$ cat config.mk
export PLATFORM = sky130hd
export DESIGN_NAME = inbuf
export DESIGN_NICKNAME = d
export VERILOG_FILES = /design/src/rtl/buf_pkg.sv /design/src/rtl/inbuf.sv
export VERILOG_INCLUDE_DIRS = /design/src /design/src/rtl
export SDC_FILE = /design/constraint.sdc
export NUM_CORES = 1
export LEC_CHECK = 0
export BUFFER_PORTS_ARGS = -buffer_cell sky130_fd_sc_hd__buf_4
export CAP_MARGIN = 0
export CORE_UTILIZATION = 40
export CTS_BUF_LIST = sky130_fd_sc_hd__clkbuf_4
export CTS_CLUSTER_DIAMETER = 60
export CTS_CLUSTER_SIZE = 24
export DETAILED_ROUTE_END_ITERATION = 7
export SYNTH_ARGS = -nofsm -noshare
export SYNTH_HDL_FRONTEND = slang
export SYNTH_SLANG_ARGS = --single-unit
$ cat constraint.sdc
create_clock -name clk -period 2.2 [get_ports clk]
set_input_delay 0.44 -clock clk [delete_from_list [all_inputs] [get_ports clk]]
set_output_delay 0.44 -clock clk [all_outputs]
set_load 0.01 [all_outputs]
$ cat src/rtl/def.svh
// Shared constants for the stream buffers.
`ifndef DEF_SVH
`define DEF_SVH

`define NUM 16

`endif

$ cat src/rtl/buf_pkg.sv
// Shared types for the inbuf/outbuf stream buffers and their checkers.
`include "def.svh"

package buf_pkg;

   localparam int DATA_W = `NUM;

   // Encoded as {cvalid, svalid}; 2'b01 is never legal.
   typedef enum logic [1:0] {
      EMPTY = 2'b00,
      HALF  = 2'b10,
      FULL  = 2'b11
   } buf_state_t;

endpackage

$ cat src/rtl/inbuf.sv
// Input-side two-entry skid buffer between the upstream link and the core.
// istop is taken straight from the skid-valid flop, so cstop never reaches it combinationally.
`ifndef INBUF_SV
`define INBUF_SV

`include "def.svh"

module inbuf
   import buf_pkg::*;
#(
   parameter int CNTW = 32
) (
   input  logic                   clk,
   input  logic                   rst,
   input  logic signed [`NUM-1:0] idata,
   input  logic                   ivalid,
   output logic                   istop,
   output logic signed [`NUM-1:0] cdata,
   output logic                   cvalid,
   input  logic                   cstop,
   output logic [CNTW-1:0]        icount
);

   buf_state_t state;
   buf_state_t state_next;

   logic signed [`NUM-1:0] sdata;
   logic svalid;
   logic acc;
   logic con;
   logic load_in;
   logic load_skid;
   logic capture_skid;

   // The state register bits are the valid flags themselves.
   assign cvalid = state[1];
   assign svalid = state[0];
   assign istop  = svalid;

   assign acc = ivalid && !istop;
   assign con = cvalid && !cstop;

   always_comb begin
      state_next   = state;
      load_in      = 1'b0;
      load_skid    = 1'b0;
      capture_skid = 1'b0;
      case (state)
         EMPTY: begin
            if (ivalid) begin
               load_in    = 1'b1;
               state_next = HALF;
            end
         end
         HALF: begin
            if (con && ivalid) begin
               load_in = 1'b1;
            end else if (con) begin
               state_next = EMPTY;
            end else if (ivalid) begin
               capture_skid = 1'b1;
               state_next   = FULL;
            end
         end
         FULL: begin
            // Upstream is stopped here, so the skid must drain before new data reaches main.
            if (con) begin
               load_skid  = 1'b1;
               state_next = HALF;
            end
         end
         default: state_next = EMPTY;
      endcase
   end

   always_ff @(posedge clk) begin
      if (rst) begin
         state  <= EMPTY;
         cdata  <= '0;
         sdata  <= '0;
         icount <= '0;
      end else begin
         state <= state_next;
         if (load_in) begin
            cdata <= idata;
         end else if (load_skid) begin
            cdata <= sdata;
         end
         if (capture_skid) begin
            sdata <= idata;
         end
         if (acc) begin
            icount <= icount + CNTW'(1);
         end
      end
   end

endmodule

`endif

==> After elaboration in Yosys (flattened, before gate mapping) <==
Cells that the tools add are included.
{ "word_totals": {"regBits": 66, "latch_bits": 0, "ram_bits": 0, "rom_bits": 0, "inputBits": 20, "out_inout_bits": 50, "wordCells": 35, "mem_count": 0} }
{ "op_classes": {"addsub": 1, "multipliers": 0, "n_div": 0, "n_lt_le_gt_ge": 0, "n_eq_ne": 6, "shifts": 0, "mux": 16, "n_bitwise": 0, "reduce_logical": 8} }
{ "op_table": {"columns": ["operator", "n"], "rows": [
  ["$add 32x1->32 const B", 1],
  ["$mux 16", 2],
  ["$mux 2", 5],
  ["$mux 1", 7],
  ["$ne 2x2->1 const B", 3],
  ["$pmux 2 s3", 1],
  ["$eq 2x2->1 const B", 2],
  ["$reduce_and 4->1", 1],
  ["$logic_and 1x1->1", 3],
  ["$ne 3x3->1 const B", 1],
  ["$logic_not 1->1", 2],
  ["$logic_not 2->1", 1],
  ["$pmux 1 s2", 1],
  ["$reduce_bool 2->1", 1]
]} }

==> Logic depth before layout (Yosys ltp) <==
Gate-level depths: netlist of run 1.
{ "depth": {"word_depth": 6, "ltp_mapped": 8, "ltp_nobuf": 7} }

==> Least setup slack after synthesis of run 1 <==
OpenSTA, ideal clock, no wires.
{ "synth_timing": {"path_kind": "register to register", "from": "reg icount[0]", "to": "reg icount[30]", "setup_time_ps": 70, "arrival_ps": 1763, "required_ps": 2130, "slack_ps": 366, "path_stages_with_launch": 7, "path_buffers": 0, "synth_period_minus_slack_ps": 1834, "path_cell_list": "dfxtp_1 > ha_1 > nand2_1 > nor4_4 > nand2_2 > or3_1 > a21oi_1"} }
{ "synth_via": {"elab_chain_len": 1} }
{ "synth_rtl": {"columns": ["item", "line", "source"], "rows": [
  ["start: declaration", "inbuf.sv:21", "output logic [CNTW-1:0] icount"],
  ["start signal: assignment", "inbuf.sv:93", "icount <= icount + CNTW'(1);"],
  ["$add 32x1->32", "inbuf.sv:93", null]
]} }
No other way between the ends.
A chain may end at the register's enable or synchronous reset.

==> Worst setup path in the final report of run 1 <==
{ "layout_timing": {"from": "reg state[0]", "to": "reg state[0]"} }
{ "layout_via": {"elab_chain_len": 3, "elab_cells_between_ends": 9, "classes_between": "eq/ne: 6; mux: 1; reduce/logical: 2"} }
{ "layout_rtl": {"columns": ["item", "line", "source"], "rows": [
  ["start: declaration", "inbuf.sv:24", "buf_state_t state;"],
  ["start signal: assignment", "inbuf.sv:83", "state <= state_next;"],
  ["$eq 2x2->1 or $logic_not 2->1 (tied branches)", "inbuf.sv:48", "case (state)"],
  ["$ne 3x3->1 (no line) or $ne 2x2->1 (tied branches)", null, null],
  ["$reduce_and 4->1 (no line)", null, null]
]} }
Several ways; a longest one is shown, not always the timed one.

==> impl_metrics.tcl, run 1 <==
set metrics [dict create \
    diodes 0 \
    route.detailed.drc 0 \
    routedWlPerCell_um 12.7 \
    timing.max_cap.violations 0 \
    finalMaxSlewViolations 0 \
    worst_setup_path_end_kind "flip-flop" \
    hold_ws_ns 0.286 \
    critPathLaunchType "flip-flop" \
    antenna_found_initial 0 \
    slew_headroom 0.512 \
    max-vdd-ir-drop_mv 0.415 \
    die-area_mm2 0.00744 \
    wirelength_mm 6.26 \
    post_cts_buffers 0 \
    p_leak_nw 1.58 \
    multi_input_area_mm2 0.00144 \
    ant_nets 0 \
    vias 2412 \
    dieHeight_um 86.2 \
    cts_tree "done" \
    grt_pass1_wl_mm 10.5 \
    cts_root_buf "clkbuf_4" \
    hp-class "in -> reg" \
    post_cts_resized 0 \
    final-setup-viol-count 0 \
    syn_inst 326 \
    ys_ff_latch 66 \
    first_pass_iters 4 \
    period_share 0.871 \
    core_mm2 0.00683 \
    via_per_inst 4.87 \
    dp.final_hpwl_mm 4.22 \
    rsz0062_at_grt "false" \
    grt_pass1_vias 2282 \
    syn_avg_cell_area_um2 8.71 \
    cts_hold_buffers 0 \
    cp_max_fo 7 \
    seq_area_frac_synth 0.465 \
    fin_nets 420 \
    grt-ovfl-total 0 \
    clk_latency_ns 0.40 \
    io_buffers 69 \
    die_width_um 86.2 \
    cts_htree_levels 3 \
    fmax_mhz 522 \
    max-clock-path-buffers 2 \
    final_hold_viol_count 0 \
    ys.warnings.count 0 \
    area_growth_pct 26.3 \
    grt_max_degree 67 \
    ys_types 34 \
    drt_iter0_drc 91 \
    outcome "complete, no violations" \
    arrival_ns 2.24 \
    numCtsBuffers 9 \
    setup_tns_ns 0 \
    ff_latch_area_mm2 0.00132 \
    fillers 674 \
    numClockSinks 66 \
    ioPinCount 70 \
    period_needed_ns 1.92 \
    worst_slew_pin_slew_ns 0.729 \
    rows 30 \
    netlist_area_mm2 0.00284 \
    critPathRequiredTime_ns 2.52 \
    track_usage 0.182 \
    syn-num-nets 351 \
    clock_skew_ns 0.0132 \
    final_layout_size_suffix_gt1_frac 0.243 \
    crit_type "reg -> reg" \
    initial_utilization 0.416 \
    powerDensity_mw_per_mm2 815 \
    clk_pin_slew_ns 0.11 \
    place.gp.congestion 0.796 \
]
[layout by cell type, fill, tap and decap left out, types with 2 or more instances in the layout]
cell / n
nor2_1: 51
or3_1: 3
nand3_1: 14
nand4_1: 11
buf_4: 75
and4_1: 3
ha_1: 5
xnor2_1: 5
and2_1: 3
a21oi_1: 20
dfxtp_1: 66
xor2_1: 24
inv_1: 5
clkbuf_4: 11
and3_1: 4
a211oi_1: 16
nand2_1: 45
clkinv_2: 2
mux2i_1: 17
o21ai_0: 3
[area by class of cell]
type / count / area share
repair buffers: 75 / 0.157
flip-flops and latches: 66 / 0.368
inverters: 5 / 0.00523
well taps: 96 / 0.0335
multi-input cells: 238 / 0.401
clock inverters: 4 / 0.0122
clock buffers: 11 / 0.0230
[synthesized netlist by cell type (all sizes together)]
master	number	area share
dfxtp	66	0.47
nor2	51	0.067
nand2	46	0.062
xor2	24	0.074
a21oi	20	0.035
mux2i	17	0.060
a211oi	16	0.042
clkbuf	14	0.019
nand3	14	0.025
nand4	11	0.024
and3	5	0.011
ha	5	0.022
inv	5	0.0066
xnor2	5	0.015
o21ai	4	0.0070
and2	3	0.0066
and4	3	0.0093
buf	3	0.0048
nor4	3	0.014
or3	3	0.0066
nand3b	2	0.0066
a211o	1	0.0031
and2b	1	0.0031
nand2b	1	0.0022
nor2b	1	0.0022
o221ai	1	0.0031
or2	1	0.0022
[flip-flops by register name (all words and copies together), names as in the netlist]
name and count:
state 2, icount 32, sdata 16, cdata 16
[cell families after synthesis]
logic type               synth area share
AND/OR/NAND/NOR                     0.242
buffers and inverters              0.0300
adder cells (fa/ha/maj)            0.0220
flip-flops                          0.465
multiplexers                       0.0599
AO/OA/AOI/OAI                      0.0908
XOR/XNOR                           0.0895
[worst paths after layout]
| kind | start | slack, ns | end | cells after the start |
|---|---|---|---|---|
| max reg2reg | state[0] | 0.28 | state[0] | 7 |
| min reg2reg | sdata[6] | 0.46 | sdata[6] | 2 |
| max | state[0] | 0.28 | state[0] | 7 |
| min | idata[5] | 0.29 | sdata[5] | 3 |
[worst max-delay path: stages, from the launching register on]
cell	delay, ns
dfxtp_1	0.45
inv_1	0.09
ha_1	0.26
and2b_2	0.20
o21ai_0	0.13
o221ai_1	0.19
or3_1	0.38
a21oi_1	0.15
[metrics by stage]
step                instance area [µm²]  std cells  setup WS [ns]  utilization  total power [W]
detailed placement                 3460        480          0.295        0.506          0.00220
finish                             3590        495          0.284        0.525          0.00292
global route                       3590        495          0.148        0.525          0.00312
floorplan                          2840        326          0.366            -          0.00190
global placement                   3460        480          0.353        0.506          0.00218
CTS                                3590        495          0.281        0.525          0.00297
[power breakdown]
part,leakage (nW),switching (W),internal [W]
sequential,0.537,0.0000953,0.00133
clock,0.0741,0.000404,0.000360
combinational,0.972,0.000399,0.000332
total,1.58,0.000898,0.00202
[layer usage]
metal,up-vias,share of wire,global-route usage
met2,55,0.45,0.288
met3,8,0.047,0.0533
li1,1248,-,-
met4,0,0.015,0.0727
met5,-,0,0
met1,1101,0.49,0.234
Power figures use the tool's default switching activity.
==> run 2: changes to the inputs <==
- CORE_UTILIZATION: 40 -> 47
- PLACE_DENSITY: default -> 0.72
==> impl_metrics.tcl, run 2 (synthesis gave the netlist of run 1 again) <==
set metrics [dict create \
    clock_skew_ns 0.0135 \
    grtUsageMet1 0.273 \
    ff_latch_area_mm2 0.00132 \
    cts_htree_levels 3 \
    core_mm2 0.00568 \
    fin_util 0.632 \
    period_share 0.887 \
    crit_type "reg -> reg" \
    grt_util_met2 0.314 \
    powerDensity_mw_per_mm2 856 \
    finalMaxSlewViolations 0 \
    post-route-cell-area_mm2 0.00359 \
    die_width_um 79.7 \
    cp_cell_sequence "inv_1 > ha_1 > and2b_2 > o21ai_0 > o221ai_1 > or3_1 > a21oi_1" \
    drt_iter0_drc 96 \
    setup_tns_ns 0 \
    post_cts_resized 0 \
    post_cts_buffers 0 \
    max-clock-path-buffers 2 \
    fin_nets 420 \
    first_pass_iters 4 \
    power_switching_w 0.000933 \
    final_layout_size_suffix_gt1_frac 0.245 \
    rows 27 \
    grt_use_met3 0.0469 \
    final_cell_mix "75 x buf_4, 66 x dfxtp_1, 51 x nor2_1, 45 x nand2_1, 24 x xor2_1" \
    path_delay_family "simple AND/OR/NAND/NOR gates" \
    routedWlPerCell_um 13.1 \
    grt-ovfl-total 0 \
    cts_tree "done" \
    hp-class "in -> reg" \
    io_buffers 69 \
    p_int_w 0.00214 \
    largest_reg_flops 32 \
    fillers 515 \
    cts_root_buf "clkbuf_4" \
    final-setup-viol-count 0 \
    fmax_mhz 512 \
    critical-path-slowest-cell "dfxtp_1" \
    clk_pin_slew_ns 0.11 \
    period_needed_ns 1.95 \
    arrival_ns 2.28 \
    initial_utilization 0.500 \
    placedInstanceArea_mm2 0.00343 \
    track_usage 0.205 \
    grt_pass1_vias 2224 \
    p_leak_nw 1.59 \
    ant_nets 0 \
    slew_headroom 0.553 \
    route.detailed.drc 0 \
    critical_path_buf_inv_count 1 \
    slowest_delay_ns 0.45 \
    grt_max_degree 67 \
    max-vdd-ir-drop_mv 0.644 \
    critPathRequiredTime_ns 2.53 \
    area_growth_pct 26.3 \
    power.share.switching 0.304 \
    cts_hold_buffers 0 \
    numClockSinks 66 \
    busiest_layer "met2" \
    place.gp.congestion 0.783 \
    regMostFlops "icount" \
    critPathLaunchType "flip-flop" \
    via_per_inst 5.23 \
    power_frac_comb 0.242 \
    rsz0062_at_grt "false" \
    worst_setup_path_end_kind "flip-flop" \
    final_common_cell "buf_4" \
    worst_slew_pin_slew_ns 0.671 \
    wirelength_mm 6.18 \
    dieHeight_um 79.7 \
    numCtsBuffers 9 \
    timing.max_cap.violations 0 \
    final_cells 472 \
    grt_pass1_wl_mm 10.2 \
    clk_latency_ns 0.40 \
    die-area_mm2 0.00636 \
    cp_max_fo 7 \
    ioPinCount 70 \
    pwr-share-clk 0.293 \
    final_hold_viol_count 0 \
    top_regs "icount (32), cdata (16), sdata (16)" \
    outcome "complete, no violations" \
    antenna_found_initial 0 \
    diodes 0 \
    power_frac_seq 0.466 \
    multi_input_area_mm2 0.00144 \
    vias 2469 \
    place_inst 456 \
    hold_ws_ns 0.279 \
    dp.final_hpwl_mm 4.12 \
]
==> run 2: cell types whose count changed in the layout (fill, tap and decap cells not counted), sizes merged <==
cell      before  now
clkinvlp       0    1
clkbuf        11   10
bufinv         1    2
==> run 2: power by group through the flow <==
stage               logic [W]  registers [W]  clock network [W]
CTS                  0.000748        0.00143           0.000925
global route         0.000818        0.00145           0.000982
detailed placement   0.000744        0.00146                  0
floorplan            0.000417        0.00149                  0
global placement     0.000725        0.00145                  0
finish               0.000742        0.00143           0.000899
==> run 2: final cells by class <==
cell class | instances | area share
Multi-Input combinational cell | 238 | 0.401
Sequential cell | 66 | 0.368
Timing Repair Buffer | 75 | 0.157
Tap cell | 72 | 0.0251
Clock inverter | 6 | 0.0227
Clock buffer | 10 | 0.0209
Inverter | 5 | 0.00523
==> run 2: per-stage QoR <==
stage / power (W) / setup WS, ns
finish: 0.00307 / 0.248
global route: 0.00325 / 0.0748
CTS: 0.00311 / 0.244
detailed placement: 0.00220 / 0.271
global placement: 0.00218 / 0.368
floorplan: 0.00190 / 0.366
==> run 2: worst register-to-register path, cell delays in order, from the launching register on <==
cell and delay [ns]:
dfxtp_1 0.45, inv_1 0.10, ha_1 0.26, and2b_2 0.21
o21ai_0 0.13, o221ai_1 0.19, or3_1 0.39, a21oi_1 0.15
==> run 2: final timing paths <==
path                 start       end  slack [ns]  cells past startpoint
hold / removal    idata[8]  sdata[8]        0.28                      3
setup reg to reg  state[0]  state[0]        0.25                      7
hold reg to reg   sdata[1]  sdata[1]        0.46                      2
setup / recovery  state[0]  state[0]        0.25                      7
==> run 2: metal layers <==
metal	vias up	part of all wire
met5	-	0
met4	0	0.014
met3	10	0.048
met2	52	0.45
met1	1163	0.48
li1	1244	-
